**src/rtl/mem_arbiter.sv**
```systemverilog
// mem_arbiter: round-robin arbiter sharing one RAM port between an instruction and a data cache.
// Each transaction runs IDLE -> BUSY -> RESP, with a timeout that ends a stalled access with err.
module mem_arbiter #(
    parameter int TIMEOUT = 15
) (
    input  logic        clk,
    input  logic        rst,
    input  logic        req0,
    input  logic        req1,
    input  logic        rw0,
    input  logic        rw1,
    input  logic [9:0]  addr0,
    input  logic [9:0]  addr1,
    input  logic [19:0] wdata0,
    input  logic [19:0] wdata1,
    output logic        gnt0,
    output logic        gnt1,
    output logic        done0,
    output logic        done1,
    output logic        err,
    output logic [19:0] rdata,
    output logic        mem_en,
    output logic        mem_rw,
    output logic [9:0]  mem_addr,
    output logic [19:0] mem_wdata,
    input  logic [19:0] mem_rdata,
    input  logic        mem_ready
);
    localparam logic [1:0] IDLE = 2'd0, BUSY = 2'd1, RESP = 2'd2;
    localparam int CW = $clog2(TIMEOUT + 1);
    localparam logic [CW-1:0] LAST = CW'(TIMEOUT - 1);

    logic [1:0]    state;
    logic          owner, ptr, rw_l, err_l, win;
    logic [9:0]    addr_l;
    logic [19:0]   wdata_l;
    logic [CW-1:0] cnt;

    // ptr remembers the last port served; on a tie the other port wins
    assign win = (req0 & req1) ? ~ptr : req1;

    always_ff @(posedge clk or posedge rst)
        if (rst) begin
            state   <= IDLE;
            owner   <= 1'b0;
            ptr     <= 1'b1;
            rw_l    <= 1'b0;
            err_l   <= 1'b0;
            addr_l  <= '0;
            wdata_l <= '0;
            cnt     <= '0;
            rdata   <= '0;
        end else
            case (state)
                IDLE:
                    if (req0 | req1) begin
                        state   <= BUSY;
                        owner   <= win;
                        ptr     <= win;
                        rw_l    <= win ? rw1 : rw0;
                        addr_l  <= win ? addr1 : addr0;
                        wdata_l <= win ? wdata1 : wdata0;
                        cnt     <= '0;
                        err_l   <= 1'b0;
                    end
                BUSY:
                    if (mem_ready) begin
                        state <= RESP;
                        err_l <= 1'b0;
                        if (!rw_l) rdata <= mem_rdata;
                    end else if (cnt == LAST) begin
                        state <= RESP;
                        err_l <= 1'b1;
                    end else
                        cnt <= cnt + 1'b1;
                default: state <= IDLE;
            endcase

    assign mem_en    = state == BUSY;
    assign gnt0      = (state != IDLE) & ~owner;
    assign gnt1      = (state != IDLE) & owner;
    assign done0     = (state == RESP) & ~owner;
    assign done1     = (state == RESP) & owner;
    assign err       = (state == RESP) & err_l;
    assign mem_rw    = mem_en & rw_l;
    assign mem_addr  = mem_en ? addr_l : '0;
    assign mem_wdata = mem_en ? wdata_l : '0;
endmodule

```
**config.mk**
```make
export PLATFORM = sky130hd
export DESIGN_NAME = mem_arbiter
export DESIGN_NICKNAME = d
export VERILOG_FILES = /design/src/rtl/mem_arbiter.sv
export SDC_FILE = /design/constraint.sdc
export NUM_CORES = 1
export LEC_CHECK = 0
export CAP_MARGIN = 20
export CORE_MARGIN = 1.5
export CORE_UTILIZATION = 30
export CTS_CLUSTER_DIAMETER = 50
export DETAILED_ROUTE_END_ITERATION = 10
export GPL_ROUTABILITY_DRIVEN = 0
export PLACE_DENSITY = 0.69
export SYNTH_ARGS = -nofsm -noshare
export SYNTH_HDL_FRONTEND = slang
export SYNTH_SLANG_ARGS = --single-unit
```
**constraint.sdc**
```tcl
create_clock -name clk -period 5.31 [get_ports clk]
set_input_delay 1.062 -clock clk [delete_from_list [all_inputs] [get_ports clk]]
set_output_delay 1.062 -clock clk [all_outputs]
set_load 0.02 [all_outputs]
```
=== Word-level counts from Yosys, hierarchy flattened ===
Index checks and enable logic that the tools add are counted.
W data, S select, Z words.

* $add $sub $neg: 1
* Mux-type cells: 18
* Reductions and logical operators: 8
* Bitwise gates (word level): 11
* Equality and inequality tests: 7

{| class="wikitable"
|+ Operator list
! kind !! count
|-
| $mux W20 || 2
|-
| $mux W10 || 2
|-
| $mux W4 || 3
|-
| $pmux W4 S2 || 1
|-
| $and A1 B1 Y1 || 7
|-
| $mux W2 || 3
|-
| $ne A2 B2 Y1 const B || 3
|-
| $reduce_and A3 Y1 || 2
|-
| $mux W1 || 5
|-
| $add A4 B1 Y4 const B || 1
|-
| $eq A4 B4 Y1 const B || 1
|-
| $pmux W2 S2 || 1
|-
| $reduce_and A2 Y1 || 2
|-
| $reduce_and A4 Y1 || 1
|-
| $reduce_bool A2 Y1 || 2
|-
| $ne A3 B1 Y1 const B || 1
|-
| $not A1 Y1 || 3
|-
| $eq A2 B1 Y1 const B || 1
|-
| $eq A2 B2 Y1 const B || 1
|-
| $logic_not A2 Y1 || 1
|-
| $pmux W1 S2 || 1
|-
| $or A1 B1 Y1 || 1
|}

* Word-level logic and storage cells: 54
* Register bits: 60
* Output and inout bits: 57

=== Longest topological paths before layout ===
Gate-level depths: netlist of the first run.

* Depth after elaboration: 4
* Gate-level depth with buffers: 6
* Gate-level depth less buffers: 5

=== Worst setup path before layout of the first run ===
Ideal clock, no wire load.

* Path type: register to output
* From: reg state[1]
* To: out mem_wdata[11]
* Slack: 2.819 ns
* Arrival time: 1.429 ns
* Buffers on the path: 2
* Stages on the path, launching flop included: 6
* Cells stage by stage: dfrtp_1 clkbuf_2 nand2b_1 inv_1 clkbuf_1 and2_1

* Cells in the longest elaborated chain, start to end: 2

{| class="wikitable"
|+ RTL lines
! item !! line !! RTL
|-
| start, declared || 33 || <nowiki>logic [1:0] state;</nowiki>
|-
| start signal, assigned || 44 || <nowiki>state <= IDLE;</nowiki>
|-
| start signal, assigned || 57 || <nowiki>state <= BUSY;</nowiki>
|-
| start signal, assigned || 68 || <nowiki>state <= RESP;</nowiki>
|-
| $eq A2 B1 Y1 || 79 || <nowiki>assign mem_en = state == BUSY;</nowiki>
|-
| named net mem_en || 22 || <nowiki>output logic mem_en,</nowiki>
|-
| $mux W20 || 87 || <nowiki>assign mem_wdata = mem_en ? wdata_l : '0;</nowiki>
|-
| end, declared || 25 || <nowiki>output logic [19:0] mem_wdata,</nowiki>
|}

The timed path passes the listed nets, and every way through them passes these cells.

=== Final worst setup path of the first run ===
* From: reg state[1]
* To: out mem_addr[5]

* Cells in the longest elaborated chain, start to end: 2

{| class="wikitable"
|+ RTL lines
! item !! line !! RTL
|-
| $eq A2 B1 Y1 || 79 ||
|-
| $mux W10 || 86 || <nowiki>assign mem_addr = mem_en ? addr_l : '0;</nowiki>
|-
| end, declared || 24 || <nowiki>output logic [9:0] mem_addr,</nowiki>
|}

No other way between the ends.

==> results of run 1 <==
[state kept, by name, indices dropped and copies added, names as in the netlist]
register and flops:
ptr 1, wdata_l 20, addr_l 10, err_l 1, state 2, rw_l 1
owner 1, cnt 4, rdata 20
[cells in the mapped netlist (all sizes together), types with 2 or more instances]
cell / n
clkbuf: 13
buf: 7
o21ai: 68
and2: 32
ha: 2
inv: 7
nor3b: 2
and3: 4
nand3: 2
nor2: 5
nand2b: 2
mux2: 20
dfrtp: 59
mux2i: 32
[placed cells by master, fill, tap and decap left out, types with 2 or more instances in the layout]
| master | n |
|---|---|
| bufinv_16 | 2 |
| o21ai_1 | 2 |
| nand3_1 | 2 |
| mux2_2 | 20 |
| nand2b_1 | 2 |
| buf_4 | 4 |
| mux2i_1 | 32 |
| o21ai_0 | 65 |
| and2_1 | 32 |
| clkdlybuf4s50_1 | 143 |
| inv_1 | 6 |
| and3_1 | 4 |
| ha_1 | 2 |
| dfrtp_1 | 59 |
| nor2_1 | 4 |
| clkbuf_8 | 9 |
| clkinv_2 | 3 |
[path summary, 6_finish.rpt]
check | from | to | slack [ps]
hold / removal | wdata_l[5]$_DFFE_PP0P_ | wdata_l[5]$_DFFE_PP0P_ | 500
max in group asynchronous | rst | wdata_l[17]$_DFFE_PP0P_ | 3540
setup reg to reg | ptr$_DFFE_PP1P_ | wdata_l[17]$_DFFE_PP0P_ | 3400
min in group asynchronous | rst | rdata[8]$_DFFE_PP0P_ | 1240
setup / recovery | state[1]$_DFFE_PP0P_ | mem_addr[5] | 1710
hold reg to reg | wdata_l[5]$_DFFE_PP0P_ | wdata_l[5]$_DFFE_PP0P_ | 500
[layer usage]
layer  up-vias  routed length, µm  global-route usage  share of wire
li1       1214                  -                   -              -
met1      1196               3377              0.1916           0.44
met2       117               3594              0.2677           0.47
met3        14                583             0.04279          0.076
met4         0                126             0.05556          0.016
met5         -                  0                   0              0
[stage by stage]
step,util,setup slack (ps)
after floorplan,-,2765
after global placement,0.4767,2036
after detailed placement,0.4767,2029
after CTS,0.4998,1648
after global routing,0.4998,1517
final,0.4998,1713
[cell type report]
cell class	count	area, µm²	share of cell area
clock inverter	7	91.34	0.01959
sequential	60	1503	0.3223
tap	129	161.4	0.03462
timing repair buffer	147	1461	0.3135
inverter	7	26.28	0.005636
multi-input combinational	181	1295	0.2778
clock buffer	9	123.9	0.02657
[cells by family after synthesis]
| group | after synthesis | share of synthesized area |
|---|---|---|
| flops | 60 | 0.5161 |
| mux | 52 | 0.1874 |
| fa+ha+maj | 2 | 0.008593 |
| buf+inv | 27 | 0.04125 |
| compound gates | 75 | 0.1345 |
| simple gates | 52 | 0.1122 |
[worst max-delay path, stage by stage, from the launching register on]
cell and delay, ps:
dfrtp_1 460, nand2b_1 220, inv_1 650, and2_1 230, clkdlybuf4s50_1 620
[where the power goes]
group | switching (mW) | internal, mW
sequential | 0.118 | 0.680
combinational | 0.607 | 0.587
clock | 0.181 | 0.262
==> results.py, run 1 <==
metrics = {
    "die": {
        "die_width_um": 101.5,
        "die_area_um2": 10310,
        "pin_count": 144,
        "core_area_um2": 9328,
        "die_y_um": 101.5,
        "row_count": 35,
        "initial_core_util": 0.3121,
    },
    "place": {
        "place_inst": 524,
        "port_buffers": 143,
        "dp_hpwl_um": 5359,
        "place_area_um2": 4447,
    },
    "logic_synthesis": {
        "syn_area_um2": 2912,
        "synth_cells": 268,
        "netlist.top_cell.by_area": "dfrtp_1",
        "ys_warn_count": 0,
        "synth.avg_cell_area_um2": 10.86,
        "ys_async_sr_fraction": 1.000,
        "synth_top_area_frac": 0.5071,
        "ys.flop_type": "dfrtp_1",
        "synthTopCellsByArea": "dfrtp_1 (51%), o21ai_0 (11%), mux2i_1 (11%)",
        "ys_ff_latch": 60,
        "synth.distinct_cells": 31,
        "yosysSeqAreaShare": 0.5161,
        "synth-edff-count": 0,
        "synth_nets": 357,
    },
    "sta": {
        "whs_ps": 502.0,
        "setup_viol": 0,
        "fin_tns_setup_ps": 0,
        "skew_ps": 10.12,
        "period_share": 0.6775,
        "finalHoldViolations": 0,
        "fin_crit_ps": 3597,
        "tightest_slew_ps": 1072,
        "slew_viol_final": 0,
        "maxSlewHeadroom": 0.2851,
        "max_freq_mhz": 278.0,
        "rsz0062_at_grt": "false",
    },
    "worst_hold_path": {
        "min_path_cells": 2,
        "hold_class": "flop to flop",
    },
    "clock_tree": {
        "root_buffer": "clkbuf_8",
        "clk_pin_slew_ps": 70,
        "h-tree-depth": 3,
        "cts_hold_buf": 0,
        "cts_buffers": 9,
        "cts_tree": "done",
        "ctsLongestPathBuffers": 2,
        "insertion_delay_ps": 330,
        "postCtsSetupBuffers": 0,
        "clkSinkCount": 60,
        "cts_resized": 0,
    },
    "route": {
        "drc_errors": 0,
        "first_pass_iters": 4,
        "drtIter0Drc": 62,
        "wl_um": 7681,
        "routedWlPerCell_um": 14.22,
        "detail_route.vias_per_cell": 4.706,
        "via_count": 2541,
        "postRouteAntennaNets": 0,
    },
    "finish": {
        "antenna_cells": 0,
        "area_delta_synth_final_pct": 60.12,
        "fin_area_um2": 4662,
        "fillers": 883,
        "nets": 495,
        "final_cells": 540,
        "drive_gt1_frac": 0.1192,
    },
    "worst_setup_path": {
        "cp.arrival_ps": 2540,
        "setup.worst_path.class": "flop to output pin",
        "rr_worst_depth": 3,
        "worstSetupEndpointType": "output pin",
        "setup.worst_path.start_class": "flop",
        "cp_max_fo": 34,
        "required_ps": 4250,
    },
    "pwr": {
        "peakVddDrop_uv": 182.9,
        "cellPowerDensity_nw_per_um2": 522.4,
        "finalPower_mw": 2.435,
        "p_leak_nw": 1.972,
    },
    "status": {
        "status": "completed",
    },
    "global_route": {
        "grt_pass1_wl_um": 12530,
        "grt_pass1_vias": 2624,
        "overflow": 0,
        "antenna_found_initial": 0,
        "grt.total_usage": 0.1574,
        "grt_max_degree": 61,
    },
    "run": {
        "cap_violations": 0,
    },
}
(Power assumes the default switching activity.)
==> run 2, diff against run 1 <==
--- a/config.mk
+++ b/config.mk
@@ -11,7 +11,7 @@
 export CTS_CLUSTER_DIAMETER = 50
 export DETAILED_ROUTE_END_ITERATION = 10
 export GPL_ROUTABILITY_DRIVEN = 0
-export PLACE_DENSITY = 0.69
+export PLACE_DENSITY = 0.71
 export SYNTH_ARGS = -nofsm -noshare
 export SYNTH_HDL_FRONTEND = slang
 export SYNTH_SLANG_ARGS = --single-unit
==> constraint.sdc (replaced) <==
create_clock -name clk -period 3.1 [get_ports clk]
set_input_delay 0.62 -clock clk [delete_from_list [all_inputs] [get_ports clk]]
set_output_delay 0.62 -clock clk [all_outputs]
set_load 0.02 [all_outputs]
==> run 2 against run 1 <==
  * Worst hold slack is essentially flat
  * Largest power group unchanged
  * Sequential share of layout area barely moved
  * Non-clock buffer count grew 4
  * Clock power increased by 47%
  * Flip-flop and latch count stayed put
  * Cell count grew 0.74%
==> results.py, run 2 (synthesis results as in run 1) <==
metrics = {
    "status": {
        "status": "completed",
    },
    "worst_setup_path": {
        "setup.worst_path.start_class": "flop",
        "slowest_stage": "clkdlybuf4s50_1",
        "crit_chain": "nand2b_1 > inv_1 > buf_4 > and2_1 > clkdlybuf4s50_1",
        "rr_worst_depth": 4,
        "r2r-start": "ptr$_DFFE_PP1P_",
        "cp.arrival_ps": 2160,
        "path_delay_family": "buffers and inverters",
        "r2r_slack_ps": 1380,
        "setup.worst_path.class": "flop to output pin",
        "cp_max_fo": 34,
        "reg2reg_to": "wdata_l[10]$_DFFE_PP0P_",
        "max_stage_delay_ps": 620,
        "required_ps": 2480,
        "worstSetupEndpointType": "output pin",
        "critPathBufInv": 3,
    },
    "sta": {
        "fin_crit_ps": 2782,
        "period_share": 0.8973,
        "setup_ws_ps": 318.3,
        "rsz0062_at_grt": "false",
        "tightest_slew_ps": 647.9,
        "max_freq_mhz": 359.5,
        "skew_ps": 5.297,
        "finalHoldViolations": 0,
        "slew_viol_final": 0,
        "setup_viol": 0,
        "fin_tns_setup_ps": 0,
        "maxSlewHeadroom": 0.5680,
    },
    "clock_tree": {
        "insertion_delay_ps": 320,
        "cts_tree": "done",
        "clkSinkCount": 60,
        "root_buffer": "clkbuf_8",
        "cts_hold_buf": 0,
        "postCtsSetupBuffers": 0,
        "cts_buffers": 9,
        "cts_resized": 0,
        "h-tree-depth": 3,
        "clk_pin_slew_ps": 70,
        "ctsLongestPathBuffers": 2,
    },
    "worst_hold_path": {
        "hold_start": "addr_l[1]$_DFFE_PP0P_",
        "worst_hold_path.endpoint": "addr_l[1]$_DFFE_PP0P_",
        "min_path_cells": 2,
        "hold_class": "flop to flop",
    },
    "pwr": {
        "p_leak_nw": 1.974,
        "power_frac_comb": 0.505,
        "peakVddDrop_uv": 271.3,
        "p_clk_frac": 0.160,
        "switchingPower_mw": 1.543,
        "p_sw_frac": 0.3784,
        "cellPowerDensity_nw_per_um2": 873.9,
        "pwr-share-seq": 0.335,
        "internal-power_mw": 2.534,
    },
    "route": {
        "detail_route.vias_per_cell": 4.612,
        "drtIter0Drc": 71,
        "first_pass_iters": 4,
        "routedWlPerCell_um": 14.03,
        "wl_um": 7633,
        "postRouteAntennaNets": 0,
        "via_count": 2509,
        "drc_errors": 0,
    },
    "die": {
        "pin_count": 144,
        "core_area_um2": 9328,
        "die_area_um2": 10310,
        "initial_core_util": 0.3121,
        "die_width_um": 101.5,
        "die_y_um": 101.5,
        "row_count": 35,
    },
    "global_route": {
        "grt.total_usage": 0.1542,
        "overflow": 0,
        "grt_pass1_vias": 2677,
        "grt_pass1_wl_um": 12390,
        "grt_max_degree": 36,
        "antenna_found_initial": 0,
    },
    "finish": {
        "area_delta_synth_final_pct": 60.25,
        "mostFrequentLayoutCells": "clkdlybuf4s50_1 (143), o21ai_0 (65), dfrtp_1 (59)",
        "fin_area_um2": 4666,
        "drive_gt1_frac": 0.1253,
        "top_regs": "rdata: 20 flops, wdata_l: 20 flops, addr_l: 10 flops",
        "utilization": 0.5002,
        "nets": 499,
        "antenna_cells": 0,
        "layout_commonest_cell": "clkdlybuf4s50_1",
    },
    "run": {
        "cap_violations": 0,
    },
    "place": {
        "place_area_um2": 4477,
        "place_ws_ps": 636.0,
        "port_buffers": 143,
        "dp_hpwl_um": 5565,
    },
}
-- run 2: layout make-up --
| type | count | area (µm²) |
|---|---|---|
| timing repair buffer | 151 | 1491 |
| multi-input combinational | 181 | 1295 |
| inverter | 7 | 26.28 |
| clock inverter | 3 | 20.02 |
| clock buffer | 13 | 168.9 |
| fill | 892 | 4662 |
| sequential | 60 | 1503 |
| tap | 129 | 161.4 |
-- run 2: power groups by stage --
stage	Clock, mW	Sequential [mW]	Combinational, mW
after global routing	0.712	1.42	2.25
after CTS	0.674	1.37	2.09
after detailed placement	0	1.38	2.09
after global placement	0	1.37	2.04
after floorplan	0	1.48	1.03
final	0.653	1.37	2.06
-- run 2: per-stage QoR --
step / power [mW] / hold WS (ps) / cells
global route: 4.379 / 521.8 / 544
global placement: 3.416 / 479.4 / 528
detailed placement: 3.467 / 489.4 / 528
finish: 4.077 / 502.0 / 544
floorplan: 2.518 / 455.6 / 268
CTS: 4.137 / 503.6 / 544
-- run 2: how the worst max path moves through the flow --
stage	startpoint	to	slack, ps	cells after the start
global route	state[1]$_DFFE_PP0P_	mem_addr[9]	150	5
finish	state[1]$_DFFE_PP0P_	mem_wdata[9]	320	5
floorplan	rst	addr_l[0]$_DFFE_PP0P_	1000	1
CTS	state[1]$_DFFE_PP0P_	mem_addr[9]	270	5
global placement	state[1]$_DFFE_PP0P_	mem_addr[9]	660	5
detailed placement	state[1]$_DFFE_PP0P_	mem_addr[9]	640	5
-- run 2: worst register-to-register path, delay by kind of cell, from the launching register on --
family / cells / cell delay, ps
multiplexers: 1 / 220
AO/OA/AOI/OAI: 2 / 500
flip-flops: 1 / 530
buffers and inverters: 1 / 310
-- run 2: metal layers --
| layer | vias up | part of all wire | GRT usage |
|---|---|---|---|
| met3 | 13 | 0.075 | 0.04762 |
| met2 | 120 | 0.46 | 0.2631 |
| li1 | 1222 | - | - |
| met1 | 1154 | 0.45 | 0.1855 |
| met5 | - | 0 | 0 |
| met4 | 0 | 0.014 | 0.04915 |
